==> src/rtl/adc_sample_sequencer.sv <==
// adc_sample_sequencer: issues one ADC command per sample period and
// converts the 12-bit unsigned result to a 16-bit signed audio sample.
// Optional macro ADC_OVERSAMPLE_EN: four conversions per tick, averaged.
module adc_sample_sequencer #(
  parameter int CLK_DIV  = 1042,
  parameter int CHANNEL  = 1,
  parameter int TIMEOUT  = 255,
  parameter int MIDSCALE = 2048
) (
  input  logic        clk_clk,
  input  logic        reset_reset,
  input  logic        enable,
  output logic        adc_command_valid,
  output logic [4:0]  adc_command_channel,
  output logic        adc_command_startofpacket,
  output logic        adc_command_endofpacket,
  input  logic        adc_command_ready,
  input  logic        adc_response_valid,
  input  logic [4:0]  adc_response_channel,
  input  logic [11:0] adc_response_data,
  input  logic        adc_response_startofpacket,
  input  logic        adc_response_endofpacket,
  output logic [15:0] sample_data,
  output logic        sample_valid,
  input  logic        sample_ready,
  output logic        overrun,
  output logic        timeout_err,
  input  logic        flags_clear
);

  localparam logic [4:0]  CH       = 5'(CHANNEL);
  localparam logic [15:0] DIV_LAST = 16'(CLK_DIV - 1);
  localparam logic [7:0]  TO_LAST  = 8'(TIMEOUT - 1);
  localparam logic [15:0] MID      = 16'(MIDSCALE);

  typedef enum logic [1:0] {S_IDLE, S_CMD, S_WAIT, S_OUT} state_t;

  state_t      r_state;
  logic [15:0] r_div_cnt;
  logic [7:0]  r_to_cnt;
  logic        r_cmd_valid;
  logic [15:0] r_sample_data;
  logic        r_sample_valid;
  logic        r_overrun;
  logic        r_timeout_err;

  logic w_tick;
  logic w_rsp_hit;
  logic w_ovr_set;
  logic w_to_set;
  logic w_unused;

  // Packet framing on the response side carries no information here.
  assign w_unused = adc_response_startofpacket ^ adc_response_endofpacket;

`ifdef ADC_OVERSAMPLE_EN
  logic [13:0] r_acc;
  logic [1:0]  r_nsub;
  logic [13:0] w_sum;
  logic [11:0] w_avg;
  assign w_sum = r_acc + {2'b00, adc_response_data};
  assign w_avg = w_sum[13:2];
`endif

  // Centre the code on zero and scale 12 bits up to the 16-bit range.
  function automatic logic [15:0] to_sample(input logic [11:0] code);
    logic [15:0] diff;
    diff = {4'b0000, code} - MID;
    return {diff[11:0], 4'b0000};
  endfunction

  assign w_tick    = enable && (r_div_cnt == DIV_LAST);
  assign w_rsp_hit = adc_response_valid && (adc_response_channel == CH);
  assign w_ovr_set = w_tick && (r_state != S_IDLE);
  assign w_to_set  = (r_state == S_WAIT) && !w_rsp_hit && (r_to_cnt == TO_LAST);

  // Sample-period divider; parked at zero while disabled.
  always_ff @(posedge clk_clk or posedge reset_reset) begin
    if (reset_reset)                r_div_cnt <= '0;
    else if (!enable)               r_div_cnt <= '0;
    else if (r_div_cnt == DIV_LAST) r_div_cnt <= '0;
    else                            r_div_cnt <= r_div_cnt + 16'd1;
  end

  // Transaction FSM: command handshake, response wait with timeout, output hold.
  always_ff @(posedge clk_clk or posedge reset_reset) begin
    if (reset_reset) begin
      r_state        <= S_IDLE;
      r_cmd_valid    <= 1'b0;
      r_to_cnt       <= '0;
      r_sample_data  <= '0;
      r_sample_valid <= 1'b0;
`ifdef ADC_OVERSAMPLE_EN
      r_acc          <= '0;
      r_nsub         <= '0;
`endif
    end else begin
      case (r_state)
        S_IDLE: begin
          if (w_tick) begin
            r_state     <= S_CMD;
            r_cmd_valid <= 1'b1;
          end
        end
        S_CMD: begin
          if (adc_command_ready) begin
            r_state     <= S_WAIT;
            r_cmd_valid <= 1'b0;
            r_to_cnt    <= '0;
          end
        end
        S_WAIT: begin
          if (w_rsp_hit) begin
`ifdef ADC_OVERSAMPLE_EN
            if (r_nsub == 2'd3) begin
              r_sample_data  <= to_sample(w_avg);
              r_sample_valid <= 1'b1;
              r_state        <= S_OUT;
              r_acc          <= '0;
              r_nsub         <= '0;
            end else begin
              r_acc       <= w_sum;
              r_nsub      <= r_nsub + 2'd1;
              r_state     <= S_CMD;
              r_cmd_valid <= 1'b1;
            end
`else
            r_sample_data  <= to_sample(adc_response_data);
            r_sample_valid <= 1'b1;
            r_state        <= S_OUT;
`endif
          end else if (r_to_cnt == TO_LAST) begin
            r_state <= S_IDLE;
`ifdef ADC_OVERSAMPLE_EN
            r_acc   <= '0;
            r_nsub  <= '0;
`endif
          end else begin
            r_to_cnt <= r_to_cnt + 8'd1;
          end
        end
        S_OUT: begin
          if (sample_ready) begin
            r_state        <= S_IDLE;
            r_sample_valid <= 1'b0;
          end
        end
        default: r_state <= S_IDLE;
      endcase
    end
  end

  // Sticky error flags; a set event outranks a simultaneous clear.
  always_ff @(posedge clk_clk or posedge reset_reset) begin
    if (reset_reset) begin
      r_overrun     <= 1'b0;
      r_timeout_err <= 1'b0;
    end else begin
      if (w_ovr_set)        r_overrun <= 1'b1;
      else if (flags_clear) r_overrun <= 1'b0;
      if (w_to_set)         r_timeout_err <= 1'b1;
      else if (flags_clear) r_timeout_err <= 1'b0;
    end
  end

  assign adc_command_valid         = r_cmd_valid;
  assign adc_command_channel       = r_cmd_valid ? CH : 5'd0;
  assign adc_command_startofpacket = r_cmd_valid;
  assign adc_command_endofpacket   = r_cmd_valid;
  assign sample_data               = r_sample_data;
  assign sample_valid              = r_sample_valid;
  assign overrun                   = r_overrun;
  assign timeout_err               = r_timeout_err;

endmodule

==> config.mk <==
export PLATFORM = sky130hd
export DESIGN_NAME = adc_sample_sequencer
export DESIGN_NICKNAME = d
export VERILOG_FILES = /design/src/rtl/adc_sample_sequencer.sv
export SDC_FILE = /design/constraint.sdc
export NUM_CORES = 1
export LEC_CHECK = 0
export BUFFER_PORTS_ARGS = -buffer_cell sky130_fd_sc_hd__clkbuf_2
export CORE_MARGIN = 2
export CORE_UTILIZATION = 45
export CTS_CLUSTER_SIZE = 16
export DETAILED_ROUTE_END_ITERATION = 16
export GPL_TIMING_DRIVEN = 0
export HOLD_SLACK_MARGIN = 0.06
export PLACE_DENSITY = 0.75
export SYNTH_ARGS = -nofsm -noshare
export SYNTH_HDL_FRONTEND = slang
export SYNTH_SLANG_ARGS = --single-unit
==> constraint.sdc <==
create_clock -name clk_clk -period 1.7 [get_ports clk_clk]
set_clock_uncertainty 0.15 [all_clocks]
set_input_delay 0.34 -clock clk_clk [delete_from_list [all_inputs] [get_ports clk_clk]]
set_output_delay 0.34 -clock clk_clk [all_outputs]
set_load 0.1 [all_outputs]
==> results of run 1 <==
[stage by stage]
stage,power [mW],TNS (ns),std cells
floorplan,2.10,-0.00762,217
global placement,2.26,-16.31,313
global route,3.30,-2.95,340
CTS,3.07,-0.129,334
finish,3.15,-0.749,340
detailed placement,2.29,-3.85,313
[timing repair]
action | CTS | global route
setup endpoints to repair | 34 | 33
pin swaps | 8 | 12
gates resized for setup | 24 | 35
buffers inserted | 13 | 5
gates cloned | 0 | 1
[registers in the layout (all words and copies together) (netlist names)]
signal / flops
adc_command_endofpacket: 1
overrun: 1
r_div_cnt: 16
r_state: 2
r_to_cnt: 8
sample_data: 12
sample_valid: 1
timeout_err: 1
[per-layer routing]
| metal | track usage, % | wire length, um |
|---|---|---|
| met1 | 21.4 | 1980 |
| met3 | 4.66 | 192 |
| met2 | 30.7 | 2510 |
| met5 | 0 | 0 |
| met4 | 7.68 | 98 |
[area by class of cell]
type	count	share of cell area, %
sequential	42	36.1
timing repair buffer	61	12.8
buffer	15	4.01
clock inverter	2	0.426
multi-input combinational	148	40.1
clock buffer	6	2.81
tap	54	2.30
inverter	12	1.53
[power breakdown]
part | internal (mW) | switching [mW] | total (mW)
Sequential | 1.13 | 0.123 | 1.25
Combinational | 0.383 | 0.835 | 1.22
Clock | 0.326 | 0.347 | 0.673
Total | 1.84 | 1.30 | 3.15
[cell usage after synthesis (all sizes together)]
library cell / count
dfrtp: 42
nand2: 19
nor2: 16
buf: 15
inv: 12
mux2: 11
nand3: 11
nor3: 10
xnor2: 9
nor4: 6
o21ai: 5
or3: 5
a21oi: 4
ha: 4
a211o: 3
and3: 3
nand4: 3
nor4b: 3
or2: 3
xor2: 3
a21o: 2
nor2b: 2
o22a: 2
o31ai: 2
a21boi: 1
and2: 1
and4: 1
conb: 1
mux2i: 1
mux4: 1
nand2b: 1
nor3b: 1
o221ai: 1
o22ai: 1
o311ai: 1
o32ai: 1
o41ai: 1
or3b: 1
or4: 1
[worst max path at each step]
stage,endpoint
3_5_place_dp,sample_data[9]$_DFFE_PP0P_
3_3_place_gp,adc_command_endofpacket$_DFFE_PP0P_
2_1_floorplan,r_to_cnt[7]$_DFFE_PP0P_
6_report,r_to_cnt[7]$_DFFE_PP0P_
4_1_cts,r_to_cnt[0]$_DFFE_PP0P_
5_1_grt,r_to_cnt[0]$_DFFE_PP0P_
[worst max-delay path, delay by kind of cell (launching register included)]
| kind | cells | cell delay [ns] |
|---|---|---|
| flops | 1 | 0.39 |
| buf+inv | 1 | 0.06 |
| fa+ha+maj | 1 | 0.17 |
| simple gates | 3 | 0.70 |
| compound gates | 1 | 0.23 |
[cell families after synthesis]
group           Yosys count  share of synthesized area [%]
other cells               1                          0.173
compound gates           24                           7.91
buf+inv                  27                           6.92
mux                      13                           7.21
flops                    42                           48.5
fa+ha+maj                 4                           2.31
simple gates             87                           22.2
xor+xnor                 12                           4.85
[cells in the final DEF, fill, tap and decap left out, types with 3 or more instances in the layout]
master / count
clkbuf_8: 6
or3_1: 4
nor4b_2: 3
clkbuf_4: 3
xnor2_1: 9
a21oi_2: 3
nand2_1: 17
clkbuf_2: 39
nor3_1: 8
nor2_2: 7
conb_1: 8
dfrtp_2: 7
nor2_1: 7
nand3_2: 4
inv_1: 11
nor4_1: 4
nand3_1: 6
xor2_1: 3
a211o_1: 3
dfrtp_1: 35
buf_4: 27
buf_6: 6
o21ai_0: 5
mux2_2: 11
==> impl_metrics.ini, run 1 <==
[clock_network]
root_buffer = clkbuf_8
cts_made_buffers = 5
cts_buffer_depth = 2
cts_tree = built
hold_buffers = 0
cts_sinks = 42
ctsHtreeMaxLevel = 2
clk_pin_slew_worst_paths_ns = 0.08
insertion_delay_ns = 0.29

[floorplanning]
die_area_um2 = 5390
io_pins = 53
fp.dieW_um = 73.4
initial_core_util_pct = 46.2
num_rows = 25
fp.dieH_um = 73.4
core_um2 = 4690

[yosys]
netlist_area_um2 = 2170
yosysSeqAreaShare_pct = 48.5
synth_top_area_share_pct = 48.5
synthCells = 210
ys_top_cells_by_area = dfrtp_1, mux2_2, buf_4
synth_top_area_cell = dfrtp_1
ys_warn_count = 0
synth_seq_cells = 42
avgSynthCellArea_um2 = 10.3
synth.distinct_cells = 46

[finish]
multi_input_area_um2 = 1180
diodes = 0
regArea_um2 = 1060
syn_to_final_growth_pct = 35.4
drive_above_1_share_pct = 51.4
fill_cells = 397
fin_util_pct = 62.6
fin_area_um2 = 2940
fin_nets = 315

[worst_setup_path]
rr_endpoint = r_to_cnt[7]$_DFFE_PP0P_
path_cells = inv_1 -> ha_2 -> nand3_2 -> or3_4 -> and4_1 -> a211o_1
critical_path_arrival_ns = 1.85
cpPeakStageDelay_ns = 0.40
critPathRequiredTime_ns = 1.73
crit_slowest_cell = or3_4
reg2regPathDepth = 6
timing_worst_setup_path_type = register to register
start_kind = register
r2r_setup_slack_ns = -0.12
r2r-start = r_to_cnt[0]$_DFFE_PP0P_
worstSetupStartpoint = r_to_cnt[0]$_DFFE_PP0P_
cp_max_fo = 5
cp-end-kind = register

[timing]
hold_viol = 0
slew_headroom_pct = 42.2
fin_ws_ns = -0.123
maxSlewViolCount = 0
period_needed_ns = 1.82
tightest_slew_ns = 0.866
period_share_pct = 107
hold_ws_ns = 0.0581
rsz0062_at_grt = true
fmax_ghz = 0.549
setup_viol = 14

[pwr]
p_leak_nw = 1.41
power_per_cell_area_nw_per_um2 = 1070
peakVddDrop_mv = 0.648

[outcome]
violations = negative setup slack
status = complete, but fails checks

[hold_path]
hold_class = primary input to asynchronous set/reset pin

[drt]
ant_nets = 0
drtIter0Drc = 81
wl_mm = 4.77
drc = 0
routedWlPerCell_um = 14.0
viasPerCell = 5.30
first_pass_iters = 4
num_vias = 1801

[grt]
antenna_found_initial = 0
grt_max_degree = 43
first_global_vias = 1756
grt_overflow = 0
grt_pass1_wl_mm = 7.52
grtUsageTotal_pct = 18.0

[placement]
portBuffers = 42
place.gp.congestion = 0.751
post-dp-hpwl_mm = 3.07
place_area_um2 = 2480
dp_slack_ns = -0.236

[run]
drv_cap = 0
Note: power is estimated with default switching activity, not from simulation.
==> inputs of run 2 (changes only) <==
==> constraint.sdc (replaced) <==
create_clock -name clk_clk -period 1.7 [get_ports clk_clk]
set_clock_uncertainty 0.15 [all_clocks]
set_input_delay 0.17 -clock clk_clk [delete_from_list [all_inputs] [get_ports clk_clk]]
set_output_delay 0.17 -clock clk_clk [all_outputs]
set_load 0.1 [all_outputs]
==> impl_metrics.ini, run 2 (same netlist as run 1, synthesis figures left out) <==
[finish]
fin_nets = 326
multi_input_area_um2 = 1110
layout.cells.non_filler = 351
diodes = 0
regArea_um2 = 1060
top_register = r_div_cnt
fill_cells = 385
final_cell_mix = clkbuf_2, dfrtp_1, buf_4, nand2_1, dlygate4sd3_1
fin_area_um2 = 2980
largest_register_ffs = 16
mostFrequentLayoutCell = clkbuf_2
fin_util_pct = 63.5
syn_to_final_growth_pct = 37.3
drive_above_1_share_pct = 41.1

[timing]
fin_ws_ns = -0.105
slew_headroom_pct = 44.2
maxSlewViolCount = 0
period_needed_ns = 1.80
setup_tns_ns = -0.488
period_share_pct = 106
rsz0062_at_grt = true
setup_viol = 14
hold_ws_ns = 0.200
hold_viol = 0
fmax_ghz = 0.554
tightest_slew_ns = 0.835

[grt]
grt_pass1_wl_mm = 7.51
first_global_vias = 1770
grtUsageTotal_pct = 18.1
grt_max_degree = 43
antenna_found_initial = 0
grt_overflow = 0

[floorplanning]
fp.dieW_um = 73.4
core_um2 = 4690
num_rows = 25
die_area_um2 = 5390
initial_core_util_pct = 46.2
io_pins = 53
fp.dieH_um = 73.4

[worst_setup_path]
rr_endpoint = r_to_cnt[7]$_DFFE_PP0P_
r2r_setup_slack_ns = -0.10
timing_worst_setup_path_type = register to register
start_kind = register
cp-end-kind = register
reg2regPathDepth = 6
path_cells = inv_1 -> ha_2 -> nand3_4 -> or3_4 -> and4_1 -> a211o_1
critPathRequiredTime_ns = 1.74
crit_slowest_cell = dfrtp_1
r2r-start = r_to_cnt[0]$_DFFE_PP0P_
cpPeakStageDelay_ns = 0.39
critical_path_arrival_ns = 1.85
cp_max_fo = 5

[drt]
first_pass_iters = 4
ant_nets = 0
drc = 0
routedWlPerCell_um = 14.1
viasPerCell = 5.31
wl_mm = 4.96
num_vias = 1865
drtIter0Drc = 123

[outcome]
status = complete, but fails checks
violations = negative setup slack

[placement]
dp.cells = 313
post-dp-hpwl_mm = 2.89
portBuffers = 42
place_area_um2 = 2480
place.gp.congestion = 0.761

[clock_network]
insertion_delay_ns = 0.30
cts_tree = built
clk_pin_slew_worst_paths_ns = 0.08
root_buffer = clkbuf_8
cts_made_buffers = 5
cts_buffer_depth = 2
cts_sinks = 42
ctsHtreeMaxLevel = 2

[pwr]
p_leak_nw = 1.44
power_per_cell_area_nw_per_um2 = 1040
peakVddDrop_mv = 0.573

[hold_path]
min_path_cells = 4
hp-start = adc_response_channel[1]
holdPathEnd = sample_data[14]$_DFFE_PP0P_
hold_class = primary input to register

[run]
drv_cap = 0
run 2: worst max-delay path: cells and delay by family (launching register included):
kind / cells / cell delay (ns)
AO/OA/AOI/OAI: 1 / 0.22
flip-flops: 1 / 0.39
AND/OR/NAND/NOR: 3 / 0.67
buffers and inverters: 1 / 0.06
adder cells (fa/ha/maj): 1 / 0.20
run 2: worst max path at each step:
stage,to,cells past startpoint,start,slack [ns]
after CTS,r_to_cnt[7]$_DFFE_PP0P_,6,r_to_cnt[0]$_DFFE_PP0P_,-0.04
after detailed placement,sample_data[5]$_DFFE_PP0P_,5,r_state[1]$_DFFE_PP0P_,-0.19
after global routing,r_to_cnt[7]$_DFFE_PP0P_,6,r_to_cnt[0]$_DFFE_PP0P_,-0.16
after global placement,sample_data[8]$_DFFE_PP0P_,5,r_state[1]$_DFFE_PP0P_,-0.18
after floorplan,r_to_cnt[7]$_DFFE_PP0P_,6,r_to_cnt[0]$_DFFE_PP0P_,-0.008
final,r_to_cnt[7]$_DFFE_PP0P_,6,r_to_cnt[0]$_DFFE_PP0P_,-0.10
run 2: repair_timing:
item	4_1_cts	5_1_grt
pin swaps	2	9
hold buffers	17	0
endpoints found under the setup margin	29	30
hold endpoints to repair	65	0
buffers inserted	7	5
gates cloned	0	1
resized for setup	16	18
run 2: cell type report:
cell class | count | share of cell area (%)
tap | 54 | 2.27
buffer | 15 | 3.95
clock buffer | 6 | 2.77
sequential | 42 | 35.5
multi-input combinational | 148 | 37.4
timing repair buffer | 72 | 16.2
clock inverter | 2 | 0.420
inverter | 12 | 1.51
run 2: routing by layer:
metal / GRT usage, % / share of wire, % / vias to the layer above
met1: 21.6 / 41 / 902
met2: 31.1 / 51 / 57
met4: 8.08 / 3.7 / 0
li1: - / - / 888
met5: 0 / 0 / -
met3: 4.12 / 4.2 / 18
run 2: power breakdown:
group | switching, mW | internal [mW]
Combinational | 0.814 | 0.365
Clock | 0.338 | 0.326
Sequential | 0.114 | 1.13
Total | 1.27 | 1.82
run 2: stage by stage:
step           power (mW)  setup slack [ns]
2_1_floorplan        2.10          -0.00762
3_3_place_gp         2.26            -0.177
3_5_place_dp         2.28            -0.194
4_1_cts              3.07           -0.0424
5_1_grt              3.25            -0.158
6_report             3.09            -0.105
==> inputs of run 3 (changes only) <==
--- a/config.mk
+++ b/config.mk
@@ -7,12 +7,13 @@
 export LEC_CHECK = 0
 export BUFFER_PORTS_ARGS = -buffer_cell sky130_fd_sc_hd__clkbuf_2
 export CORE_MARGIN = 2
-export CORE_UTILIZATION = 45
+export CORE_UTILIZATION = 48
 export CTS_CLUSTER_SIZE = 16
 export DETAILED_ROUTE_END_ITERATION = 16
 export GPL_TIMING_DRIVEN = 0
 export HOLD_SLACK_MARGIN = 0.06
-export PLACE_DENSITY = 0.75
+export PLACE_DENSITY = 0.79
+export SETUP_SLACK_MARGIN = 0.3
 export SYNTH_ARGS = -nofsm -noshare
 export SYNTH_HDL_FRONTEND = slang
 export SYNTH_SLANG_ARGS = --single-unit
==> impl_metrics.ini, run 3 (same netlist as run 1, synthesis figures left out) <==
[grt]
met1_usage_pct = 31.1
top_usage_layer = met2
grt_pass1_wl_mm = 9.89
grtUsageTotal_pct = 25.5
grt_max_degree = 43
first_global_vias = 2087
antenna_found_initial = 0
met2_usage_pct = 43.5
grt_overflow = 0
grtUsageMet3_pct = 5.20

[clock_network]
root_buffer = clkbuf_8
cts_tree = built
insertion_delay_ns = 0.31
cts_made_buffers = 5
cts_buffer_depth = 2
clk_pin_slew_worst_paths_ns = 0.09
ctsHtreeMaxLevel = 2
cts_sinks = 42

[timing]
period_needed_ns = 1.80
slew_headroom_pct = 52.5
hold_viol = 0
setup_tns_ns = -0.358
rsz0062_at_grt = true
setup_viol = 10
fin_ws_ns = -0.0996
period_share_pct = 106
fmax_ghz = 0.556
tightest_slew_ns = 0.711
maxSlewViolCount = 0

[finish]
final_cell_mix = buf_4, dfrtp_1, clkbuf_2, nand2_1, dlygate4sd3_1
layout.cells.non_filler = 375
largest_register_ffs = 16
fin_nets = 352
fill_cells = 241
top_register = r_div_cnt
diodes = 0
syn_to_final_growth_pct = 66.1
drive_above_1_share_pct = 55.4
mostFrequentLayoutCell = buf_4

[outcome]
status = complete, but fails checks
violations = negative setup slack

[worst_setup_path]
cp_num_buf_inv = 1
critPathRequiredTime_ns = 1.75
cp_max_fo = 5
crit_family = simple AND/OR/NAND/NOR gates
cpPeakStageDelay_ns = 0.40
crit_slowest_cell = dfrtp_1
start_kind = register
cp-end-kind = register
timing_worst_setup_path_type = register to register
path_cells = inv_1 -> ha_1 -> nand3_2 -> or3_4 -> and4_1 -> a211o_1
critical_path_arrival_ns = 1.85
r2r_setup_slack_ns = -0.1

[placement]
place.gp.congestion = 0.888
post-dp-hpwl_mm = 3.18
dp.cells = 311
portBuffers = 42

[pwr]
peakVddDrop_mv = 0.729
p_leak_nw = 1.69
power_mw = 3.40
power_per_cell_area_nw_per_um2 = 944

[drt]
num_vias = 2085
viasPerCell = 5.56
routedWlPerCell_um = 17.7
wl_mm = 6.63
first_pass_iters = 4
drc = 0
ant_nets = 0
drtIter0Drc = 153

[floorplanning]
fp.dieW_um = 71.2
num_rows = 24
core_um2 = 4350
io_pins = 53
initial_core_util_pct = 49.8
fp.dieH_um = 71.2
die_area_um2 = 5070

[hold_path]
hold_class = primary input to register

[run]
drv_cap = 0
## run 3: cell types whose count changed in the layout (fill, tap and decap cells not counted), moves of 8 or more
cell,change
nor2_4,+10
nor2_1,-14
clkbuf_4,+13
mux2_2,-11
clkbuf_2,-19
mux2_4,+11
buf_4,+18
buf_6,+8
## run 3: cell type report
class                   instances  area, um2  share of cell area, %
repair buffers                 98        828                   23.0
well taps                      52       65.1                   1.81
plain buffers                  15        146                   4.06
multi-input cells             148       1360                   37.7
clock inverters                 3       25.0                  0.695
flip-flops and latches         42       1060                   29.6
inverters                      12       46.3                   1.29
clock buffers                   5       68.8                   1.91
## run 3: per-stage QoR
step	cell area (um2)	setup WS, ns	hold slack, ns	utilization, %
3_5_place_dp	2580	-0.103	0.214	59.3
6_report	3600	-0.0996	0.103	82.7
4_1_cts	3380	-0.0352	0.0941	77.5
3_3_place_gp	2580	-0.231	0.222	59.3
5_1_grt	3600	-0.153	0.139	82.7
2_1_floorplan	2300	-0.00577	0.113	-
## run 3: layer usage
metal	up-vias	part of all wire (%)
li1	943	-
met1	1024	39
met2	96	52
met3	22	5.4
met4	0	3.5
met5	-	0
## run 3: where the power goes
part / total, mW / leakage [nW] / internal [mW] / switching, mW
clock: 0.691 / 0.0447 / 0.297 / 0.394
sequential: 1.27 / 0.546 / 1.13 / 0.138
combinational: 1.44 / 1.10 / 0.548 / 0.889
total: 3.40 / 1.69 / 1.98 / 1.42
## run 3: path summary, 6_finish.rpt
path / from / to / cells after the start
max: r_to_cnt[0]$_DFFE_PP0P_ / r_to_cnt[7]$_DFFE_PP0P_ / 6
min: adc_command_ready / r_to_cnt[1]$_DFFE_PP0P_ / 4
max reg2reg: r_to_cnt[0]$_DFFE_PP0P_ / r_to_cnt[7]$_DFFE_PP0P_ / 6
min in group asynchronous: reset_reset / sample_data[14]$_DFFE_PP0P_ / 3
max in group asynchronous: reset_reset / adc_command_endofpacket$_DFFE_PP0P_ / 3
min reg2reg: sample_data[11]$_DFFE_PP0P_ / sample_data[11]$_DFFE_PP0P_ / 1
## run 3: repair_timing
item                                    CTS  global route
hold endpoints to repair                 60             0
endpoints found under the setup margin   60            89
cloned                                    2             0
hold buffers                             17             0
pin swaps                                16             7
buffers inserted                         33             4
gates resized for setup                  57            49
## run 3: worst register-to-register path: cells and delay by family (launching register included)
kind,cells,cell delay (ns)
AND/OR/NAND/NOR,3,0.69
flip-flops,1,0.40
AO/OA/AOI/OAI,1,0.22
adder cells (fa/ha/maj),1,0.16
buffers and inverters,1,0.07
